### config.mk
export PLATFORM = sky130hd
export DESIGN_NAME = control_sequencer
export DESIGN_NICKNAME = d
export VERILOG_FILES = /design/src/rtl/control_sequencer.sv
export SDC_FILE = /design/constraint.sdc
export NUM_CORES = 1
export LEC_CHECK = 0
export BUFFER_PORTS_ARGS = -buffer_cell sky130_fd_sc_hd__buf_2
export CAP_MARGIN = 20
export CORE_UTILIZATION = 41
export CTS_CLUSTER_SIZE = 14
export DETAILED_ROUTE_END_ITERATION = 12
export PLACE_DENSITY_LB_ADDON = 0.05
export SETUP_SLACK_MARGIN = 0.3
export SLEW_MARGIN = 20
export SYNTH_ARGS = -nofsm -noshare
export SYNTH_HDL_FRONTEND = slang
export SYNTH_SLANG_ARGS = --single-unit
### constraint.sdc
create_clock -name Clock -period 1.98 [get_ports Clock]
set_input_delay 0.099 -clock Clock [delete_from_list [all_inputs] [get_ports Clock]]
set_output_delay 0.099 -clock Clock [all_outputs]
set_load 0.02 [all_outputs]
### src/rtl/control_sequencer.sv
// Hardwired T-state controller for the DataPath: FETCH0..FETCH3 then T3..T6 per opcode class; Moore strobes.
// Latency FETCH0->FETCH0: ALU/imm 7, MUL/DIV 8, NOP 4 cycles plus memory wait; FETCH2 stalls on mem_ready.
module control_sequencer #(
  parameter int NREG        = 16,
  parameter int MEM_TIMEOUT = 15
) (
  input  logic            Clock,
  input  logic            clear,
  input  logic [31:0]     IR,
  input  logic            mem_ready,
  input  logic            Stop,
  output logic            PCout,
  output logic            Zlowout,
  output logic            Zhighout,
  output logic            HIout,
  output logic            LOout,
  output logic            MDRout,
  output logic            Cout,
  output logic            MARin,
  output logic            PCin,
  output logic            MDRin,
  output logic            IRin,
  output logic            Yin,
  output logic            HIin,
  output logic            LOin,
  output logic            IncPC,
  output logic            Read,
  output logic            Zin_low,
  output logic            Zin_high,
  output logic [NREG-1:0] Rout,
  output logic [NREG-1:0] Rin,
  output logic [3:0]      operation,
  output logic            Run,
  output logic            fault
);

  typedef enum logic [3:0] {
    S_RESET,
    S_FETCH0,
    S_FETCH1,
    S_FETCH2,
    S_FETCH3,
    S_T3,
    S_T4,
    S_T5,
    S_T6,
    S_HALTED,
    S_FAULT
  } state_t;

  localparam logic [4:0] OPC_ADDI = 5'b01000;
  localparam logic [4:0] OPC_ANDI = 5'b01001;
  localparam logic [4:0] OPC_ORI  = 5'b01010;
  localparam logic [4:0] OPC_MUL  = 5'b01111;
  localparam logic [4:0] OPC_DIV  = 5'b10000;
  localparam logic [4:0] OPC_NEG  = 5'b10001;
  localparam logic [4:0] OPC_NOT  = 5'b10010;
  localparam logic [4:0] OPC_HALT = 5'b11011;

  localparam logic [3:0] ALU_ADD = 4'b0000;
  localparam logic [3:0] ALU_AND = 4'b0010;
  localparam logic [3:0] ALU_OR  = 4'b0011;
  localparam logic [3:0] ALU_MUL = 4'b1000;
  localparam logic [3:0] ALU_DIV = 4'b1001;
  localparam logic [3:0] ALU_NEG = 4'b1010;
  localparam logic [3:0] ALU_NOT = 4'b1011;

  localparam int             CW        = $clog2(MEM_TIMEOUT + 1);
  localparam logic [CW-1:0]  WAIT_LAST = CW'(MEM_TIMEOUT - 1);

  state_t        state;
  logic [CW-1:0] wait_cnt;

  logic [4:0] opcode;
  logic [3:0] ra;
  logic [3:0] rb;
  logic [3:0] rc;
  logic       unused_ir;

  assign opcode    = IR[31:27];
  assign ra        = IR[26:23];
  assign rb        = IR[22:19];
  assign rc        = IR[18:15];
  assign unused_ir = ^IR[14:0];

  logic       is_alu3;
  logic       is_imm;
  logic       is_unary;
  logic       is_muldiv;
  logic       is_halt;
  logic       is_exec;
  logic [3:0] alu_op;

  always_comb begin
    is_alu3   = (opcode[4:3] == 2'b00);
    is_imm    = (opcode == OPC_ADDI) || (opcode == OPC_ANDI) || (opcode == OPC_ORI);
    is_unary  = (opcode == OPC_NEG) || (opcode == OPC_NOT);
    is_muldiv = (opcode == OPC_MUL) || (opcode == OPC_DIV);
    is_halt   = (opcode == OPC_HALT);
    is_exec   = is_alu3 || is_imm || is_unary || is_muldiv;

    alu_op = ALU_ADD;
    case (opcode)
      OPC_ADDI: alu_op = ALU_ADD;
      OPC_ANDI: alu_op = ALU_AND;
      OPC_ORI:  alu_op = ALU_OR;
      OPC_MUL:  alu_op = ALU_MUL;
      OPC_DIV:  alu_op = ALU_DIV;
      OPC_NEG:  alu_op = ALU_NEG;
      OPC_NOT:  alu_op = ALU_NOT;
      default:  if (is_alu3) alu_op = {1'b0, opcode[2:0]};
    endcase
  end

  function automatic logic [NREG-1:0] reg_sel(input logic [3:0] idx);
    logic [NREG-1:0] sel;
    sel      = '0;
    sel[idx] = 1'b1;
    return sel;
  endfunction

  // Instruction boundary: the only point where Stop is honoured.
  state_t end_state;
  assign end_state = Stop ? S_HALTED : S_FETCH0;

  always_ff @(posedge Clock or negedge clear) begin
    if (!clear) begin
      state    <= S_RESET;
      wait_cnt <= '0;
    end else begin
      case (state)
        S_RESET:  state <= S_FETCH0;
        S_FETCH0: state <= S_FETCH1;
        S_FETCH1: begin
          state    <= S_FETCH2;
          wait_cnt <= '0;
        end
        S_FETCH2: begin
          if (mem_ready) begin
            state <= S_FETCH3;
          end else begin
            wait_cnt <= wait_cnt + CW'(1);
            if (wait_cnt == WAIT_LAST) state <= S_FAULT;
          end
        end
        S_FETCH3: begin
          if (is_halt)      state <= S_HALTED;
          else if (is_exec) state <= S_T3;
          else              state <= end_state;
        end
        S_T3:     state <= S_T4;
        S_T4:     state <= S_T5;
        S_T5:     state <= is_muldiv ? S_T6 : end_state;
        S_T6:     state <= end_state;
        S_HALTED: state <= S_HALTED;
        S_FAULT:  state <= S_FAULT;
        default:  state <= S_RESET;
      endcase
    end
  end

  always_comb begin
    PCout     = 1'b0;
    Zlowout   = 1'b0;
    Zhighout  = 1'b0;
    HIout     = 1'b0;
    LOout     = 1'b0;
    MDRout    = 1'b0;
    Cout      = 1'b0;
    MARin     = 1'b0;
    PCin      = 1'b0;
    MDRin     = 1'b0;
    IRin      = 1'b0;
    Yin       = 1'b0;
    HIin      = 1'b0;
    LOin      = 1'b0;
    IncPC     = 1'b0;
    Read      = 1'b0;
    Zin_low   = 1'b0;
    Zin_high  = 1'b0;
    Rout      = '0;
    Rin       = '0;
    operation = 4'b0000;
    Run       = 1'b0;
    fault     = 1'b0;

    case (state)
      S_FETCH0: begin
        PCout   = 1'b1;
        MARin   = 1'b1;
        IncPC   = 1'b1;
        Zin_low = 1'b1;
      end
      S_FETCH1: begin
        Zlowout = 1'b1;
        PCin    = 1'b1;
      end
      S_FETCH2: begin
        Read  = 1'b1;
        MDRin = 1'b1;
      end
      S_FETCH3: begin
        MDRout = 1'b1;
        IRin   = 1'b1;
      end
      S_T3: begin
        Rout = reg_sel(rb);
        Yin  = 1'b1;
      end
      // Immediates take the B operand from the constant driver instead of a register.
      S_T4: begin
        operation = alu_op;
        Zin_low   = 1'b1;
        Zin_high  = is_muldiv;
        if (is_imm)        Cout = 1'b1;
        else if (is_unary) Rout = reg_sel(rb);
        else               Rout = reg_sel(rc);
      end
      S_T5: begin
        Zlowout = 1'b1;
        if (is_muldiv) LOin = 1'b1;
        else           Rin  = reg_sel(ra);
      end
      S_T6: begin
        Zhighout = 1'b1;
        HIin     = 1'b1;
      end
      default: ;
    endcase

    Run   = (state != S_RESET) && (state != S_HALTED) && (state != S_FAULT);
    fault = (state == S_FAULT);
  end

endmodule
==> reports/metrics.yaml <==
tritoncts_buffer_count: 3
insertion_delay_ps: 260
power_frac_clock_pct: 6.9
core_area_um2: 2830
chipHeight_um: 57.5
timing.max_slew.rel_slack_pct: 54.7
netlist.area_leader.share_pct: 15.9
power_frac_comb_pct: 76.5
synth_flop_cell: "sky130_fd_sc_hd__dfrtp_1"
period_needed_ps: 2170
clock_tree.buffer_depth: 2
drive_gt1_share_pct: 59.6
core.rowCount: 19
final_util_pct: 83.7
dr.first_iter.drc_count: 149
run_status: "finished with violations"
postSynthRegisterBits: 8
synth-edff-count: 0
tritoncts: "built"
post_synth_xor_area_fraction_pct: 2.78
async_flop_share_pct: 100
p_sw_uw: 862
hold_slack_ps: 212
post-dp-hpwl_um: 3110
cell_internal_power_dissipation_uw: 926
fin_worst_skew_ps: 6.20
critical_path_end_type: "primary output"
syn-instance-count: 179
drc: 5
hold_path_class: "input pin to async pin"
power.leakage_uw: 0.00100
gp_congestion: 0.919
synth_adder_area_share_pct: 1.98
power.density_nw_per_um2: 755
synth_seq_area_share_pct: 15.9
finalHoldViolations: 0
h-tree-depth: 1
drt_pre_antenna_iters: 10
place_ws_ps: 26.9
cap_viol_max_count: 0
grt_max_degree: 13
share_of_the_synthesized_area_in_compound_gates_ao_oa_aoi_oai_pct: 25.4
buffer_ports.inserted: 74
syn_area_per_cell_um2: 7.05
drtAntennaViolNets: 0
post_synth_instance_area_um2: 1260
layout.filler_cells: 159
gr-total-overflow: 0
clock_transition_time_at_the_flip_flop_clock_pins_of_the_worst_setup_and_hold_paths_ps: 50
yosys.area.top_type: "sky130_fd_sc_hd__dfrtp_1"
grt_pass1_vias: 1559
route.vias.total: 1728
seqPwrFrac_pct: 16.5
slew_violations: 0
synth.top_cells.by_count: "sky130_fd_sc_hd__nor2_1 (20), sky130_fd_sc_hd__o22ai_1 (16), sky130_fd_sc_hd__nand2_1 (15)"
grt_antenna_before_repair: 0
synthToLayoutAreaGrowth_pct: 87.8
grt.total_usage_pct: 26.9
cts_root_buffer_type: "sky130_fd_sc_hd__clkbuf_4"
synthTopCellsByArea: "sky130_fd_sc_hd__dfrtp_1 (16%), sky130_fd_sc_hd__o22ai_1 (7.9%), sky130_fd_sc_hd__nor2_1 (6.0%)"
final-setup-viol-count: 19
final_nets: 307
critical-path-max-stage-delay_ps: 450
layout_setup_ws_ps: -187
route.detailed.vias_per_inst: 5.80
timing.final.crit_share_pct: 109
yosysWarnings: 0
route.final.wire_length_um: 4970
synth_simple_gate_area_share_pct: 43.8
die_w_um: 57.5
worstSetupStartpointType: "flop"
wire_per_inst_um: 16.7
antennaDiodeCount: 0
clock.fmax_mhz: 461
cp.arrival_ps: 2070
tns_ps: -2080
cts.sink_count: 8
start_util_pct: 44.6
max_ir_drop_vdd_v: 0.000780
synth.area.mux_share_pct: 0
ioPinCount: 92
rsz0062_at_grt: "true"
worst_ep_required_time_ps: 1880
yosysMostFrequentCell: "sky130_fd_sc_hd__nor2_1"
failed_checks: "DRC, setup timing"
grt_pass1_wl_um: 7070
worstPathCellList: "buf_6 -> and4bb_2 -> a31o_4 -> or3b_4 -> o22ai_4 -> buf_6"
die-area_um2: 3300
yosysUniqueCellTypes: 50
worst-setup-path-type: "flop to primary output"
tightest_slew_ps: 680
switching_share_pct: 48.2
crit_path_max_fanout: 4
dominant_combinational_cell_family_by_area_after_synthesis: "simple AND/OR/NAND/NOR gates"
crit_path_top_delay_cell: "sky130_fd_sc_hd__or3b_4"
crit_path_frequent_cell: "sky130_fd_sc_hd__buf_6"
[repair_timing]
action / 4_1_cts / 5_1_grt
setup buffers: 7 / 6
endpoints found under the setup margin: 43 / 43
pin swaps: 18 / 18
hold endpoints to repair: 8 / 0
resized for setup: 63 / 50
hold buffers: 1 / 0
[stage by stage]
stage	cells	total power [uW]	cell area, um^2
after floorplan	180	1030	1430
after global placement	281	1320	1830
after detailed placement	281	1350	1830
after CTS	292	1560	2130
after global routing	298	1900	2370
final	298	1790	2370
[layout make-up]
| cell class | count | area [um^2] | share of cell area, % |
|---|---|---|---|
| clock buffers | 3 | 22.5 | 0.951 |
| inverters | 5 | 18.8 | 0.792 |
| multi-input cells | 149 | 1260 | 53.4 |
| flip-flops and latches | 8 | 203 | 8.56 |
| well taps | 31 | 38.8 | 1.64 |
| repair buffers | 102 | 821 | 34.7 |
[registers in the layout (all words and copies together) (netlist names)]
signal and cells:
state 4, wait_cnt 4
[layout by cell type, fill, tap and decap left out, types with 4 or more instances in the layout]
cell type / instances
sky130_fd_sc_hd__dfrtp_1: 6
sky130_fd_sc_hd__nand3b_1: 7
sky130_fd_sc_hd__nor2_1: 13
sky130_fd_sc_hd__nand2_1: 14
sky130_fd_sc_hd__xor2_1: 4
sky130_fd_sc_hd__nand4b_1: 4
sky130_fd_sc_hd__buf_4: 33
sky130_fd_sc_hd__nand3_1: 4
sky130_fd_sc_hd__nor2b_1: 4
sky130_fd_sc_hd__o22ai_2: 6
sky130_fd_sc_hd__nand2b_1: 6
sky130_fd_sc_hd__nor2_4: 7
sky130_fd_sc_hd__a21oi_1: 4
sky130_fd_sc_hd__o22ai_4: 7
sky130_fd_sc_hd__buf_2: 33
sky130_fd_sc_hd__buf_6: 34
sky130_fd_sc_hd__o21ai_0: 9
[power groups by stage]
stage | clock, uW | combinational [uW] | sequential, uW
final | 124 | 1370 | 295
after global routing | 134 | 1470 | 301
after CTS | 128 | 1150 | 285
after detailed placement | 0 | 1060 | 290
after global placement | 0 | 1040 | 284
after floorplan | 0 | 775 | 260
[metal layers]
layer,part of all wire (%),GRT usage [%]
met4,0.89,7.32
met2,53,48.0
met1,42,34.7
met5,0,0
met3,3.7,1.81
[logic make-up after synthesis]
group	count (synthesis)
AOI/OAI and AO/OA	49
DFF	8
and+or+nand+nor	92
other	1
buffers and inverters	23
adders and majority gates	2
xor gates and xnor gates	4
[worst paths after layout]
| check | startpoint | endpoint | slack, ps | cells past startpoint |
|---|---|---|---|---|
| min | clear | state[0] | 210 | 2 |
| min in group Clock | mem_ready | wait_cnt[0] | 270 | 3 |
| max | state[0] | Rout[3] | -190 | 6 |
| max in group asynchronous | clear | state[2] | 1590 | 2 |
| max reg2reg | state[2] | wait_cnt[3] | 240 | 6 |
| min reg2reg | wait_cnt[0] | wait_cnt[0] | 550 | 1 |
[critical path: cells and delay by family, from the launching register on]
kind / cells / cell delay, ps
flip-flops: 1 / 400
buffers and inverters: 2 / 270
AND/OR/NAND/NOR: 2 / 770
AO/OA/AOI/OAI: 2 / 370
No activity file was read; power rests on OpenSTA's default activity.
